<file path="config.mk">
export PLATFORM = sky130hd
export DESIGN_NAME = pipe_stage_skid_flat
export DESIGN_NICKNAME = d
export VERILOG_FILES = /design/src/rtl/pipe_stage_skid_if.sv /design/src/rtl/pipe_stage_skid.sv /design/src/flat_wrapper.sv
export SDC_FILE = /design/constraint.sdc
export NUM_CORES = 1
export LEC_CHECK = 0
export ABC_CLOCK_PERIOD_IN_PS = 1800
export BUFFER_PORTS_ARGS = -buffer_cell sky130_fd_sc_hd__buf_4
export CAP_MARGIN = 30
export CORE_ASPECT_RATIO = 1.2
export CORE_MARGIN = 5
export CORE_UTILIZATION = 45
export CTS_CLUSTER_DIAMETER = 30
export DETAILED_ROUTE_END_ITERATION = 8
export GPL_TIMING_DRIVEN = 0
export PLACE_DENSITY = 0.71
export SYNTH_ARGS = -nofsm -noshare
export SYNTH_HDL_FRONTEND = slang
export SYNTH_SLANG_ARGS = --single-unit
export TNS_END_PERCENT = 100
</file>
<file path="constraint.sdc">
create_clock -name clk -period 1.8 [get_ports clk]
set_input_delay 0.18 -clock clk [delete_from_list [all_inputs] [get_ports clk]]
set_output_delay 0.18 -clock clk [all_outputs]
set_load 0.01 [all_outputs]
</file>
<file path="src/rtl/pipe_stage_skid_if.sv">
// pipe_stage_skid_if
//   Valid/ready handshake bundle carrying a control word and a data payload.
//   master: producer side (drives valid, ctrl, data; observes ready)
//   slave : consumer side (observes valid, ctrl, data; drives ready)
//   Parameters: CTRL_W control width, DATA_W payload width.
interface pipe_stage_skid_if #(
    parameter int CTRL_W = 9,
    parameter int DATA_W = 138
);
    logic              valid;
    logic              ready;
    logic [CTRL_W-1:0] ctrl;
    logic [DATA_W-1:0] data;

    modport master (output valid, output ctrl, output data, input ready);
    modport slave  (input valid, input ctrl, input data, output ready);
endinterface

</file>
<file path="src/rtl/pipe_stage_skid.sv">
// pipe_stage_skid
//   Pipeline-stage register with valid/ready handshake and a 2-entry skid
//   buffer (main + skid). Control bits are forced to zero in bubbles. No
//   combinational path from out_if.ready to in_if.ready.
// Ports
//   clk        rising-edge clock
//   reset_n    asynchronous reset, active-low
//   flush      synchronous kill of held entries and of this cycle's input
//   in_if      upstream handshake (slave): valid/ctrl/data in, ready out
//   out_if     downstream handshake (master): valid/ctrl/data out, ready in
//   occupancy  held entries: 0, 1 or 2
//   stall_cnt  saturating count of cycles with out valid and not ready
//   stall_clr  synchronous clear of stall_cnt
//
// state | meaning
// ------+-------------------------------------------
// EMPTY | nothing held, out valid low
// ONE   | main entry valid, skid empty
// FULL  | main and skid valid, input not accepted
module pipe_stage_skid #(
    parameter int CTRL_W    = 9,
    parameter int DATA_W    = 138,
    parameter bit ZERO_DATA = 1'b1,
    parameter int CNT_W     = 16
) (
    input  logic             clk,
    input  logic             reset_n,
    input  logic             flush,
    pipe_stage_skid_if.slave  in_if,
    pipe_stage_skid_if.master out_if,
    output logic [1:0]       occupancy,
    output logic [CNT_W-1:0] stall_cnt,
    input  logic             stall_clr
);

    typedef enum logic [1:0] {
        EMPTY = 2'd0,
        ONE   = 2'd1,
        FULL  = 2'd2
    } state_t;

    state_t            state_q, state_d;
    logic [CTRL_W-1:0] main_ctrl_q, main_ctrl_d;
    logic [DATA_W-1:0] main_data_q, main_data_d;
    logic [CTRL_W-1:0] skid_ctrl_q, skid_ctrl_d;
    logic [DATA_W-1:0] skid_data_q, skid_data_d;
    logic [CNT_W-1:0]  stall_cnt_q, stall_cnt_d;

    logic out_valid;
    logic in_ready;
    logic acc;
    logic rel;

    // in_ready only looks at registered state, flush and reset
    assign in_ready  = reset_n & (state_q != FULL) & ~flush;
    assign out_valid = (state_q != EMPTY);
    assign acc       = in_if.valid & in_ready;
    assign rel       = out_valid & out_if.ready;

    assign in_if.ready  = in_ready;
    assign out_if.valid = out_valid;
    assign out_if.ctrl  = out_valid ? main_ctrl_q : '0;
    assign out_if.data  = main_data_q;
    assign occupancy    = state_q;
    assign stall_cnt    = stall_cnt_q;

    always_comb begin
        state_d     = state_q;
        main_ctrl_d = main_ctrl_q;
        main_data_d = main_data_q;
        skid_ctrl_d = skid_ctrl_q;
        skid_data_d = skid_data_q;

        if (flush) begin
            state_d     = EMPTY;
            main_ctrl_d = '0;
            skid_ctrl_d = '0;
            if (ZERO_DATA) begin
                main_data_d = '0;
                skid_data_d = '0;
            end
        end else begin
            unique case (state_q)
                EMPTY: begin
                    if (acc) begin
                        main_ctrl_d = in_if.ctrl;
                        main_data_d = in_if.data;
                        state_d     = ONE;
                    end
                end
                ONE: begin
                    if (acc && rel) begin
                        main_ctrl_d = in_if.ctrl;
                        main_data_d = in_if.data;
                    end else if (rel) begin
                        main_ctrl_d = '0;
                        if (ZERO_DATA) main_data_d = '0;
                        state_d = EMPTY;
                    end else if (acc) begin
                        skid_ctrl_d = in_if.ctrl;
                        skid_data_d = in_if.data;
                        state_d     = FULL;
                    end
                end
                FULL: begin
                    // skid moves up behind the released main entry, keeping order
                    if (rel) begin
                        main_ctrl_d = skid_ctrl_q;
                        main_data_d = skid_data_q;
                        skid_ctrl_d = '0;
                        if (ZERO_DATA) skid_data_d = '0;
                        state_d = ONE;
                    end
                end
                default: state_d = EMPTY;
            endcase
        end
    end

    always_comb begin
        stall_cnt_d = stall_cnt_q;
        if (stall_clr) begin
            stall_cnt_d = '0;
        end else if (out_valid && !out_if.ready && (stall_cnt_q != '1)) begin
            stall_cnt_d = stall_cnt_q + CNT_W'(1);
        end
    end

    always_ff @(posedge clk or negedge reset_n) begin
        if (!reset_n) begin
            state_q     <= EMPTY;
            main_ctrl_q <= '0;
            main_data_q <= '0;
            skid_ctrl_q <= '0;
            skid_data_q <= '0;
            stall_cnt_q <= '0;
        end else begin
            state_q     <= state_d;
            main_ctrl_q <= main_ctrl_d;
            main_data_q <= main_data_d;
            skid_ctrl_q <= skid_ctrl_d;
            skid_data_q <= skid_data_d;
            stall_cnt_q <= stall_cnt_d;
        end
    end

endmodule
</file>
<file path="src/flat_wrapper.sv">
// flat-port wrapper written by rule: the top's interface ports become plain ports
module pipe_stage_skid_flat 
#(
    parameter int CTRL_W    = 9,
    parameter int DATA_W    = 138,
    parameter bit ZERO_DATA = 1'b1,
    parameter int CNT_W     = 16
)
  (clk, reset_n, flush, occupancy, stall_cnt, stall_clr, in_if_valid, in_if_ctrl, in_if_data, in_if_ready, out_if_valid, out_if_ctrl, out_if_data, out_if_ready);
  pipe_stage_skid_if #(.CTRL_W(CTRL_W), .DATA_W(DATA_W)) in_if_i ();
  pipe_stage_skid_if #(.CTRL_W(CTRL_W), .DATA_W(DATA_W)) out_if_i ();
  input  logic clk;
  input  logic reset_n;
  input  logic flush;
  output logic [1:0] occupancy;
  output logic [CNT_W-1:0] stall_cnt;
  input  logic stall_clr;
  input wire logic [$bits(in_if_i.valid)-1:0] in_if_valid;
  input wire logic [$bits(in_if_i.ctrl)-1:0] in_if_ctrl;
  input wire logic [$bits(in_if_i.data)-1:0] in_if_data;
  output wire logic [$bits(in_if_i.ready)-1:0] in_if_ready;
  output wire logic [$bits(out_if_i.valid)-1:0] out_if_valid;
  output wire logic [$bits(out_if_i.ctrl)-1:0] out_if_ctrl;
  output wire logic [$bits(out_if_i.data)-1:0] out_if_data;
  input wire logic [$bits(out_if_i.ready)-1:0] out_if_ready;
  assign in_if_i.valid = in_if_valid;
  assign in_if_i.ctrl = in_if_ctrl;
  assign in_if_i.data = in_if_data;
  assign in_if_ready = in_if_i.ready;
  assign out_if_valid = out_if_i.valid;
  assign out_if_ctrl = out_if_i.ctrl;
  assign out_if_data = out_if_i.data;
  assign out_if_i.ready = out_if_ready;
  pipe_stage_skid #(.CTRL_W(CTRL_W), .DATA_W(DATA_W), .ZERO_DATA(ZERO_DATA), .CNT_W(CNT_W)) u_core (.clk(clk), .reset_n(reset_n), .flush(flush), .in_if(in_if_i), .out_if(out_if_i), .occupancy(occupancy), .stall_cnt(stall_cnt), .stall_clr(stall_clr));
endmodule
</file>
## After elaboration in Yosys (flattened, before gate mapping)

Index checks and enable logic that the tools add are counted.

- Add/subtract/negate cells: 1
- $mul: 0
- Divide/modulo/power cells: 0
- Magnitude comparators: 0
- Eq/ne operators: 11
- Shift-type cells: 0
- Multiplexer cells: 30
- Bitwise operators: 5
- Reductions and logical operators: 12

Operators with widths:

| operator | count |
|---|---|
| 138-bit 2-to-1 mux | 8 |
| 138-bit case mux with 3 select lines | 1 |
| 138-bit case mux with 2 select lines | 1 |
| 9-bit 2-to-1 mux | 9 |
| 16-bit 2-to-1 mux | 2 |
| 9-bit case mux with 3 select lines | 1 |
| 9-bit case mux with 2 select lines | 1 |
| 16-bit by 1-bit adder with 16-bit output, second input constant | 1 |
| 16-bit inequality test, second input constant | 1 |
| 2-bit 2-to-1 mux | 6 |
| 3-bit by 2-bit inequality test with 1-bit output, second input constant | 3 |
| 4-bit by 2-bit inequality test with 1-bit output, second input constant | 2 |
| 4-bit AND reduction | 2 |
| 3-bit inequality test, second input constant | 2 |
| 2-bit case mux with 3 select lines | 1 |
| 5-bit AND reduction | 1 |
| 1-bit AND | 4 |
| 2-bit nonzero test | 2 |
| 4-bit nonzero test | 1 |
| 1-bit logical AND | 3 |
| 3-bit nonzero test | 1 |
| 2-bit by 1-bit equality test with 1-bit output, second input constant | 1 |
| 2-bit equality test, second input constant | 1 |
| 2-bit zero test | 1 |
| 3 further kinds | 3 |

- Register bits after elaboration: 312
- Latch bits: 0
- RAM bits: 0
- Memory bits (read-only): 0
- Output and inout bits: 167
- Logic and storage cells: 65
- Memories: 0

## Logic depth before layout (Yosys ltp)

Gate-level depths: netlist of the first run.

- Depth after elaboration: 9
- Gate-level depth with buffers: 9

## Least setup slack after synthesis of the first run

Ideal clock, no wire load.

- Path type: flip-flop to flip-flop
- From: reg u_core.state_q[0], in the netlist u_core.occupancy[0]
- To: reg u_core.skid_data_q[30]
- Arrival: 1.963 ns
- Data required time: 1.735 ns
- Path slack: -0.229 ns
- Cell stages (with the launch flop): 8
- Path through: dfrtp_1 inv_1 ha_1 nand4bb_4 nor3_2 clkbuf_1 clkbuf_1 a22o_1

- Cells in the longest elaborated chain, start to end: 7

Ends and longest elaborated chain:

| element | RTL line | RTL |
|---|---|---|
| start, declared | pipe_stage_skid.sv:42 | `state_t state_q, state_d;` |
| start signal, assigned | pipe_stage_skid.sv:138 | `state_q <= state_d;` |
| 2-bit inequality test | pipe_stage_skid.sv:55 | `assign in_ready = reset_n & (state_q != FULL) & ~flush;` |
| 1-bit AND (2 in series) | pipe_stage_skid.sv:55 |  |
| 1-bit AND | pipe_stage_skid.sv:57 | `assign acc = in_if.valid & in_ready;` |
| 1-bit logical AND | pipe_stage_skid.sv:92 | `if (acc && rel) begin` |
| 3-bit inequality test (no line) | - |  |
| 5-bit AND reduction (no line) | - |  |
| end signal, assigned | pipe_stage_skid.sv:142 | `skid_data_q <= skid_data_d;` |
| end, declared | pipe_stage_skid.sv:46 | `logic [DATA_W-1:0] skid_data_q, skid_data_d;` |

Several ways; a longest one is shown, not always the timed one.
A chain may end at the register's enable or synchronous reset.

## Worst setup path after layout of the first run

- From: reg u_core.state_q[0], in the netlist u_core.occupancy[0]
- To: reg u_core.main_data_q[50], in the netlist u_core.out_if.data[50]

- Cells in the longest elaborated chain, start to end: 8

Ends and longest elaborated chain:

| element | RTL line | RTL |
|---|---|---|
| 2-bit inequality test | pipe_stage_skid.sv:55 |  |
| 1-bit AND (2 in series) | pipe_stage_skid.sv:55 |  |
| 1-bit AND | pipe_stage_skid.sv:57 |  |
| 1-bit logical AND | pipe_stage_skid.sv:92 |  |
| 138-bit 2-to-1 mux | pipe_stage_skid.sv:92 |  |
| 138-bit case mux with 3 select lines | pipe_stage_skid.sv:83 | `unique case (state_q)` |
| 138-bit 2-to-1 mux | pipe_stage_skid.sv:74 | `if (flush) begin` |
| end signal, assigned | pipe_stage_skid.sv:140 | `main_data_q <= main_data_d;` |
| end, declared | pipe_stage_skid.sv:44 | `logic [DATA_W-1:0] main_data_q, main_data_d;` |

Several ways; a longest one is shown, not always the timed one.

==> results of run 1 <==
==> worst max-delay path: cells and delay by family, from the launching register on <==
family	cells	cell delay, ns
compound gates	2	0.29
buf+inv	5	0.81
flops	1	0.39
simple gates	2	0.43
fa+ha+maj	1	0.17
==> cells in the mapped netlist, drive strengths merged (2+ instances only) <==
cell     number
or3           6
nand2b        3
nand4bb       2
nor4          6
a221oi      147
ha            4
nor2b       158
nor3          8
nor2          6
nand3         6
inv           9
o21ai         5
a22o        147
and2          2
a311oi        2
o31ai         8
dfrtp       312
clkbuf       49
and4          2
nand2         7
buf          69
a21oi        12
or4           6
nand4         3
o2bb2ai     147
mux2i         3
==> flip-flops by register name (all words and copies together), names as in the netlist <==
register	cells
u_core.stall_cnt	16
u_core.main_ctrl_q	9
u_core.skid_ctrl_q	9
u_core.occupancy	2
u_core.skid_data_q	138
u_core.out_if.data	138
==> metal layers <==
| metal | vias to the layer above | wire, um | track usage [%] |
|---|---|---|---|
| li1 | 5788 | - | - |
| met1 | 6861 | 21400 | 36.3 |
| met2 | 714 | 27900 | 46.9 |
| met3 | 218 | 4090 | 6.28 |
| met4 | 2 | 2970 | 12.0 |
| met5 | - | 13 | 0 |
==> layout make-up <==
type / count / area share [%]
Inverter: 9 / 0.168
Buffer: 116 / 5.01
Multi-Input combinational cell: 697 / 28.5
Clock inverter: 43 / 2.13
Sequential cell: 312 / 32.8
Tap cell: 396 / 2.08
Antenna cell: 2 / 0.0210
Timing Repair Buffer: 549 / 22.7
Clock buffer: 68 / 6.63
==> final timing paths <==
check | start | to | slack, ns
max | u_core.occupancy[0]$_DFFE_PN0P_ | u_core.out_if.data[50]$_DFFE_PN0P_ | -0.37
min | reset_n | u_core.out_if.data[11]$_DFFE_PN0P_ | 0.04
max reg2reg | u_core.occupancy[0]$_DFFE_PN0P_ | u_core.out_if.data[50]$_DFFE_PN0P_ | -0.37
min reg2reg | u_core.out_if.data[2]$_DFFE_PN0P_ | u_core.out_if.data[2]$_DFFE_PN0P_ | 0.49
max in group asynchronous | reset_n | u_core.skid_data_q[122]$_DFFE_PN0P_ | 1.01
min in group clk | flush | u_core.occupancy[0]$_DFFE_PN0P_ | 0.10
==> power by group through the flow <==
stage	clock network [uW]	logic (uW)	registers, uW
finish	11700	7320	8080
global placement	0	5110	8070
global route	12100	7780	8130
CTS	11600	6170	7990
detailed placement	0	5240	8070
floorplan	0	2990	8180
==> per-stage QoR <==
step	setup WS [ns]	total power [uW]	instance area, um^2	instances
finish	-0.370	27000	23800	2192
global route	-0.421	28000	23800	2192
CTS	-0.215	25800	22000	2151
detailed placement	-1.89	13300	17100	1853
global placement	-3.43	13200	17000	1850
floorplan	-0.0850	11200	14100	1136
==> layout by cell type (no fill, tap or decap), types with 5 or more instances in the layout <==
cell           count
dfrtp_2            8
clkbuf_4          10
buf_16            10
clkbuf_16         86
clkbuf_8          11
clkbuf_2          21
clkbuf_1           8
buf_4            344
a21oi_1            8
nor2_1             5
a221oi_2          88
nand3_1            6
dfrtp_1          304
bufbuf_16          5
dlygate4sd3_1    154
a22o_1           147
clkinvlp_4         7
buf_2             13
buf_12            18
inv_1              5
inv_6              9
clkinv_2          11
nor2b_4            7
nor3_1             5
clkinv_4           7
o2bb2ai_1        136
o2bb2ai_2         11
nand2_1            7
a221oi_4          21
o31ai_1            6
bufinv_16          8
nor2b_1          150
buf_6             25
a221oi_1          38
buf_8             27
==> logic make-up (layout without fill, tap and decap cells) <==
logic type / Yosys count / in the layout
fa+ha+maj: 4 / 4
compound gates: 472 / 472
flops: 312 / 312
buf+inv: 127 / 785
simple gates: 217 / 217
other cells: 0 / 2
mux: 4 / 4
==> timing repair <==
action / 4_1_cts / 5_1_grt
hold endpoints to repair: 426 / 0
setup buffers: 18 / 15
setup endpoints to repair: 322 / 320
cloned: 9 / 25
pin swaps: 61 / 185
gates resized for setup: 193 / 210
hold buffers: 162 / 0
==> impl_metrics.env, run 1 <==
export IMPL_cpMaxStageDelayCell="dfrtp_1"
export IMPL_setup_viol=314
export IMPL_hold_viol_final=0
export IMPL_clock_latency_ns=0.60
export IMPL_hpwl_mm=29.3
export IMPL_synth_distinct_cells=38
export IMPL_cts_tree="yes"
export IMPL_maxCapViolCount=0
export IMPL_via_per_inst=6.20
export IMPL_syn_avg_cell_area_um2=12.2
export IMPL_slew_violations=0
export IMPL_comb_power_share_pct=27.0
export IMPL_fin_crit_sh_pct=121
export IMPL_die_w_um=170
export IMPL_pwr_share_seq_pct=29.9
export IMPL_crit_required_ns=2.29
export IMPL_synthArstFlopShare_pct=100
export IMPL_synth_edf_count=0
export IMPL_synth_largest_area_cell="dfrtp_1"
export IMPL_leakage_uw=0.0109
export IMPL_ys_flop_type="dfrtp_1"
export IMPL_numCtsBuffers=59
export IMPL_synth_warnings=0
export IMPL_grt_pass1_vias=13735
export IMPL_setup_tns_ns=-68.67
export IMPL_layout_drive_gt1_share_pct=43.9
export IMPL_critPathLaunchType="flip-flop"
export IMPL_multi_input_area_mm2=0.00679
export IMPL_critPathKind="flip-flop to flip-flop"
export IMPL_rows=70
export IMPL_netlist_area_leader_share_pct=56.2
export IMPL_hp_class="primary input to asynchronous set/reset pin"
export IMPL_p_switching_uw=8520
export IMPL_register_area_mm2=0.00782
export IMPL_grt_antenna_before_repair=3
export IMPL_vias=13583
export IMPL_start_util_pct=45.6
export IMPL_crit_top_cell="clkbuf_16"
export IMPL_irDropWorstVdd_mv=0.929
export IMPL_holdWs_ns=0.0370
export IMPL_routed_wl_mm=56.4
export IMPL_power_density_mw_per_mm2=1130
export IMPL_setup_ws_ns=-0.370
export IMPL_rsz0062_at_grt="yes"
export IMPL_h_tree_depth=2
export IMPL_synth_top_family_by_area="compound AO/OA/AOI/OAI gates"
export IMPL_netlist_area_mm2=0.0139
export IMPL_violations="setup timing"
export IMPL_globalplace_congestion=0.854
export IMPL_drt_iter0_drc=1187
export IMPL_p_int_uw=18500
export IMPL_fin_util_pct=78.2
export IMPL_grt_usage_pct=28.5
export IMPL_die_height_um=202
export IMPL_synth_cells=1136
export IMPL_grt_pass1_wl_mm=78.3
export IMPL_ys_seq_area_share_pct=56.2
export IMPL_port_buffers=318
export IMPL_clock_skew_ns=0.0339
export IMPL_max_slew_margin_pct=60.8
export IMPL_tightest_slew_ns=0.588
export IMPL_cts_root_buf="clkbuf_16"
export IMPL_ys_ff_latch=312
export IMPL_fin_crit_ns=2.17
export IMPL_yosys_area_share_simple_pct=9.88
export IMPL_area_growth_pct=71.8
export IMPL_worstRegToRegCells=10
export IMPL_clkTransAtPathRegs_ns=0.06
export IMPL_synthXorXnorAreaFrac_pct=0
export IMPL_final_nets=1901
export IMPL_drc=0
export IMPL_cp_end_kind="flip-flop"
export IMPL_syn_nets=1293
export IMPL_swShare_pct=31.5
export IMPL_crit_arrival_ns=2.66
export IMPL_cts_buffer_depth=3
export IMPL_status="finished with violations"
export IMPL_nFillCells=1708
export IMPL_cts_sinks=312
export IMPL_slowest_delay_ns=0.39
export IMPL_synthTopCellsByArea="dfrtp_1 (56%), a221oi_1 (9.3%), a22o_1 (9.3%), o2bb2ai_1 (9.3%), nor2b_1 (7.1%)"
export IMPL_dr_pass1_iters=5
export IMPL_critPathMaxFanout=5
export IMPL_drtAntennaViolNets=0
export IMPL_synthMuxAreaShare_pct=0.297
export IMPL_synth_compound_area_share_pct=29.3
export IMPL_ios=320
export IMPL_wl_per_cell_um=25.7
export IMPL_synthAdderAreaFrac_pct=0.360
export IMPL_core_mm2=0.0305
export IMPL_overflow=0
export IMPL_dieArea_mm2=0.0345
export IMPL_clock_power_share_pct=43.1
export IMPL_grt_max_degree=60
export IMPL_crit_chain="inv_2 -> ha_4 -> nand4bb_4 -> buf_6 -> nor4_4 -> buf_4 -> clkbuf_16 -> clkbuf_16 -> a221oi_2 -> o2bb2ai_1"
export IMPL_fmax_ghz=0.461
Note: power is estimated with default switching activity, not from simulation.
==> inputs of run 2 (changes only) <==
- ABC_AREA: not set -> 1
==> impl_metrics.env, run 2 <==
export IMPL_status="finished with violations"
export IMPL_violations="hold timing, setup timing"
export IMPL_maxCapViolCount=0
export IMPL_numCtsBuffers=60
export IMPL_drt_iter0_drc=1106
export IMPL_vias=14979
export IMPL_synth_cells=1937
export IMPL_grt_max_degree=126
export IMPL_fin_util_pct=71.9
export IMPL_irDropWorstVdd_mv=1.02
export IMPL_grt_pass1_wl_mm=75.5
export IMPL_power_uw=42200
export IMPL_ys_flop_type="dfrtp_1"
export IMPL_start_util_pct=45.6
export IMPL_syn_avg_cell_area_um2=7.40
export IMPL_dp_cells=2659
export IMPL_slowest_delay_ns=0.39
export IMPL_ys_seq_area_share_pct=54.4
export IMPL_leakage_uw=0.0121
export IMPL_routed_wl_mm=50.4
export IMPL_dieArea_mm2=0.0356
export IMPL_globalplace_congestion=0.842
export IMPL_fin_area_mm2=0.0226
export IMPL_fin_crit_sh_pct=120
export IMPL_holdWs_ns=-0.486
export IMPL_power_density_mw_per_mm2=1860
export IMPL_critPathMaxFanout=7
export IMPL_area_growth_pct=57.7
export IMPL_h_tree_depth=2
export IMPL_final_nets=2663
export IMPL_tightest_slew_ns=0.645
export IMPL_critPathKind="flip-flop to flip-flop"
export IMPL_multi_input_area_mm2=0.00642
export IMPL_crit_chain="inv_2 -> ha_2 -> inv_1 -> nor2_2 -> inv_1 -> nor2_2 -> nand3b_1 -> nor2_4 -> buf_12 -> buf_12 -> clkbuf_16 -> nand2_1 -> nand2_1"
export IMPL_layout_drive_gt1_share_pct=27.7
export IMPL_synth_warnings=0
export IMPL_ys_top_cells_by_count="nand2_1 (1247), dfrtp_1 (312), o21ai_0 (130)"
export IMPL_layout_commonest_cell="nand2_1"
export IMPL_synth_largest_area_cell="dfrtp_1"
export IMPL_synthTopCellsByArea="dfrtp_1 (54%), nand2_1 (33%), o21ai_0 (4.5%), clkbuf_1 (1.6%), buf_2 (1.5%)"
export IMPL_syn_nets=2094
export IMPL_hp_class="primary input to asynchronous set/reset pin"
export IMPL_fmax_ghz=0.464
export IMPL_overflow=0
export IMPL_core_mm2=0.0314
export IMPL_synth_distinct_cells=23
export IMPL_wl_per_cell_um=17.0
export IMPL_cp_end_kind="flip-flop"
export IMPL_synthArstFlopShare_pct=100
export IMPL_clkTransAtPathRegs_ns=0.05
export IMPL_via_per_inst=5.07
export IMPL_ctsHoldBuffers=150
export IMPL_clock_latency_ns=0.57
export IMPL_grt_antenna_before_repair=2
export IMPL_register_area_mm2=0.00781
export IMPL_crit_required_ns=2.26
export IMPL_max_slew_margin_pct=57.0
export IMPL_dr_pass1_iters=6
export IMPL_port_buffers=319
export IMPL_placed_cell_area_mm2=0.0173
export IMPL_nFillCells=2170
export IMPL_drc=0
export IMPL_setup_ws_ns=-0.356
export IMPL_synth_edf_count=0
export IMPL_netlist_area_mm2=0.0143
export IMPL_hold_viol_final=102
export IMPL_rsz0062_at_grt="yes"
export IMPL_grt_pass1_vias=14897
export IMPL_drtAntennaViolNets=0
export IMPL_path_buf_inv=6
export IMPL_yosys_cell_count_top_type="nand2_1"
export IMPL_cts_buffer_depth=3
export IMPL_netlist_area_leader_share_pct=54.4
export IMPL_crit_arrival_ns=2.61
export IMPL_cp_top_family="buffers and inverters"
export IMPL_cts_root_buf="clkbuf_16"
export IMPL_grt_usage_pct=25.6
export IMPL_final_cell_mix="nand2_1 (1138), buf_4 (352), dfrtp_1 (312)"
export IMPL_critPathLaunchType="flip-flop"
export IMPL_setup_viol=314
export IMPL_hpwl_mm=30.0
export IMPL_rows=71
export IMPL_clock_skew_ns=0.0260
export IMPL_slew_violations=0
export IMPL_cts_sinks=312
export IMPL_final_cells=2956
export IMPL_die_height_um=206
export IMPL_ios=320
export IMPL_die_w_um=173
export IMPL_cts_tree="yes"
export IMPL_cpMaxStageDelayCell="dfrtp_1"
export IMPL_fin_crit_ns=2.16
export IMPL_ys_ff_latch=312
==> run 2: cell families (layout without fill, tap and decap cells) <==
kind of cell	Yosys count	count (layout)	synth area share, %
AOI/OAI and AO/OA	161	161	5.74
xor gates and xnor gates	6	6	0.366
adders and majority gates	4	4	0.349
buffers and inverters	143	759	4.33
DFF	312	312	54.4
other	0	2	0
and+or+nand+nor	1311	1311	34.8
==> run 2: through the flow <==
| step | TNS (ns) | setup slack (ns) | hold WS (ns) |
|---|---|---|---|
| 5_1_grt | -102.24 | -0.478 | -0.474 |
| 6_report | -70.02 | -0.356 | -0.486 |
| 3_3_place_gp | -1611.09 | -3.18 | 0.457 |
| 3_5_place_dp | -266.08 | -0.983 | 0.193 |
| 2_1_floorplan | -2.01 | -0.0186 | -0.116 |
| 4_1_cts | -50.13 | -0.228 | -0.425 |
==> run 2: layer usage <==
| metal | routed length [um] | part of all wire [%] | track usage [%] | vias to the layer above |
|---|---|---|---|---|
| met5 | 0 | 0 | 0 | - |
| met3 | 3760 | 7.5 | 5.97 | 146 |
| met2 | 25600 | 51 | 44.8 | 660 |
| met4 | 1920 | 3.8 | 8.84 | 0 |
| met1 | 19100 | 38 | 31.4 | 7050 |
| li1 | - | - | - | 7123 |
==> run 2: area by class of cell <==
| type | count | share of cell area (%) |
|---|---|---|
| Tap cell | 401 | 2.22 |
| Clock buffer | 77 | 7.59 |
| Antenna cell | 2 | 0.0221 |
| Buffer | 114 | 4.50 |
| Multi-Input combinational cell | 1482 | 28.4 |
| Clock inverter | 32 | 2.05 |
| Timing Repair Buffer | 509 | 20.3 |
| Sequential cell | 312 | 34.5 |
| Inverter | 27 | 0.448 |
==> run 2: final timing paths <==
kind | cells past startpoint | slack, ns | startpoint | to
setup / recovery | 13 | -0.36 | u_core.occupancy[1]$_DFFE_PN0P_ | u_core.out_if.data[123]$_DFFE_PN0P_
hold reg to reg | 2 | 0.47 | u_core.out_if.data[22]$_DFFE_PN0P_ | u_core.out_if.data[22]$_DFFE_PN0P_
max in group asynchronous | 2 | 1.28 | reset_n | u_core.skid_data_q[107]$_DFFE_PN0P_
setup reg to reg | 13 | -0.36 | u_core.occupancy[1]$_DFFE_PN0P_ | u_core.out_if.data[123]$_DFFE_PN0P_
hold / removal | 1 | -0.49 | reset_n | u_core.stall_cnt[14]$_DFFE_PN0P_
min in group clk | 6 | 0.24 | in_if_valid | u_core.occupancy[0]$_DFFE_PN0P_
==> run 2: power by group <==
| group | switching [uW] | internal [uW] | leakage [uW] |
|---|---|---|---|
| logic | 10400 | 7800 | 0.00695 |
| registers | 1840 | 10200 | 0.00413 |
| clock network | 3730 | 8230 | 0.00107 |
| total | 15900 | 26200 | 0.0121 |
==> run 2: timing repair <==
action                                  4_1_cts  5_1_grt
cloned                                        1       16
hold endpoints to repair                    376       75
setup buffers                                10       12
endpoints found under the setup margin      320      318
pin swaps                                     3      117
resized for setup                           146      291
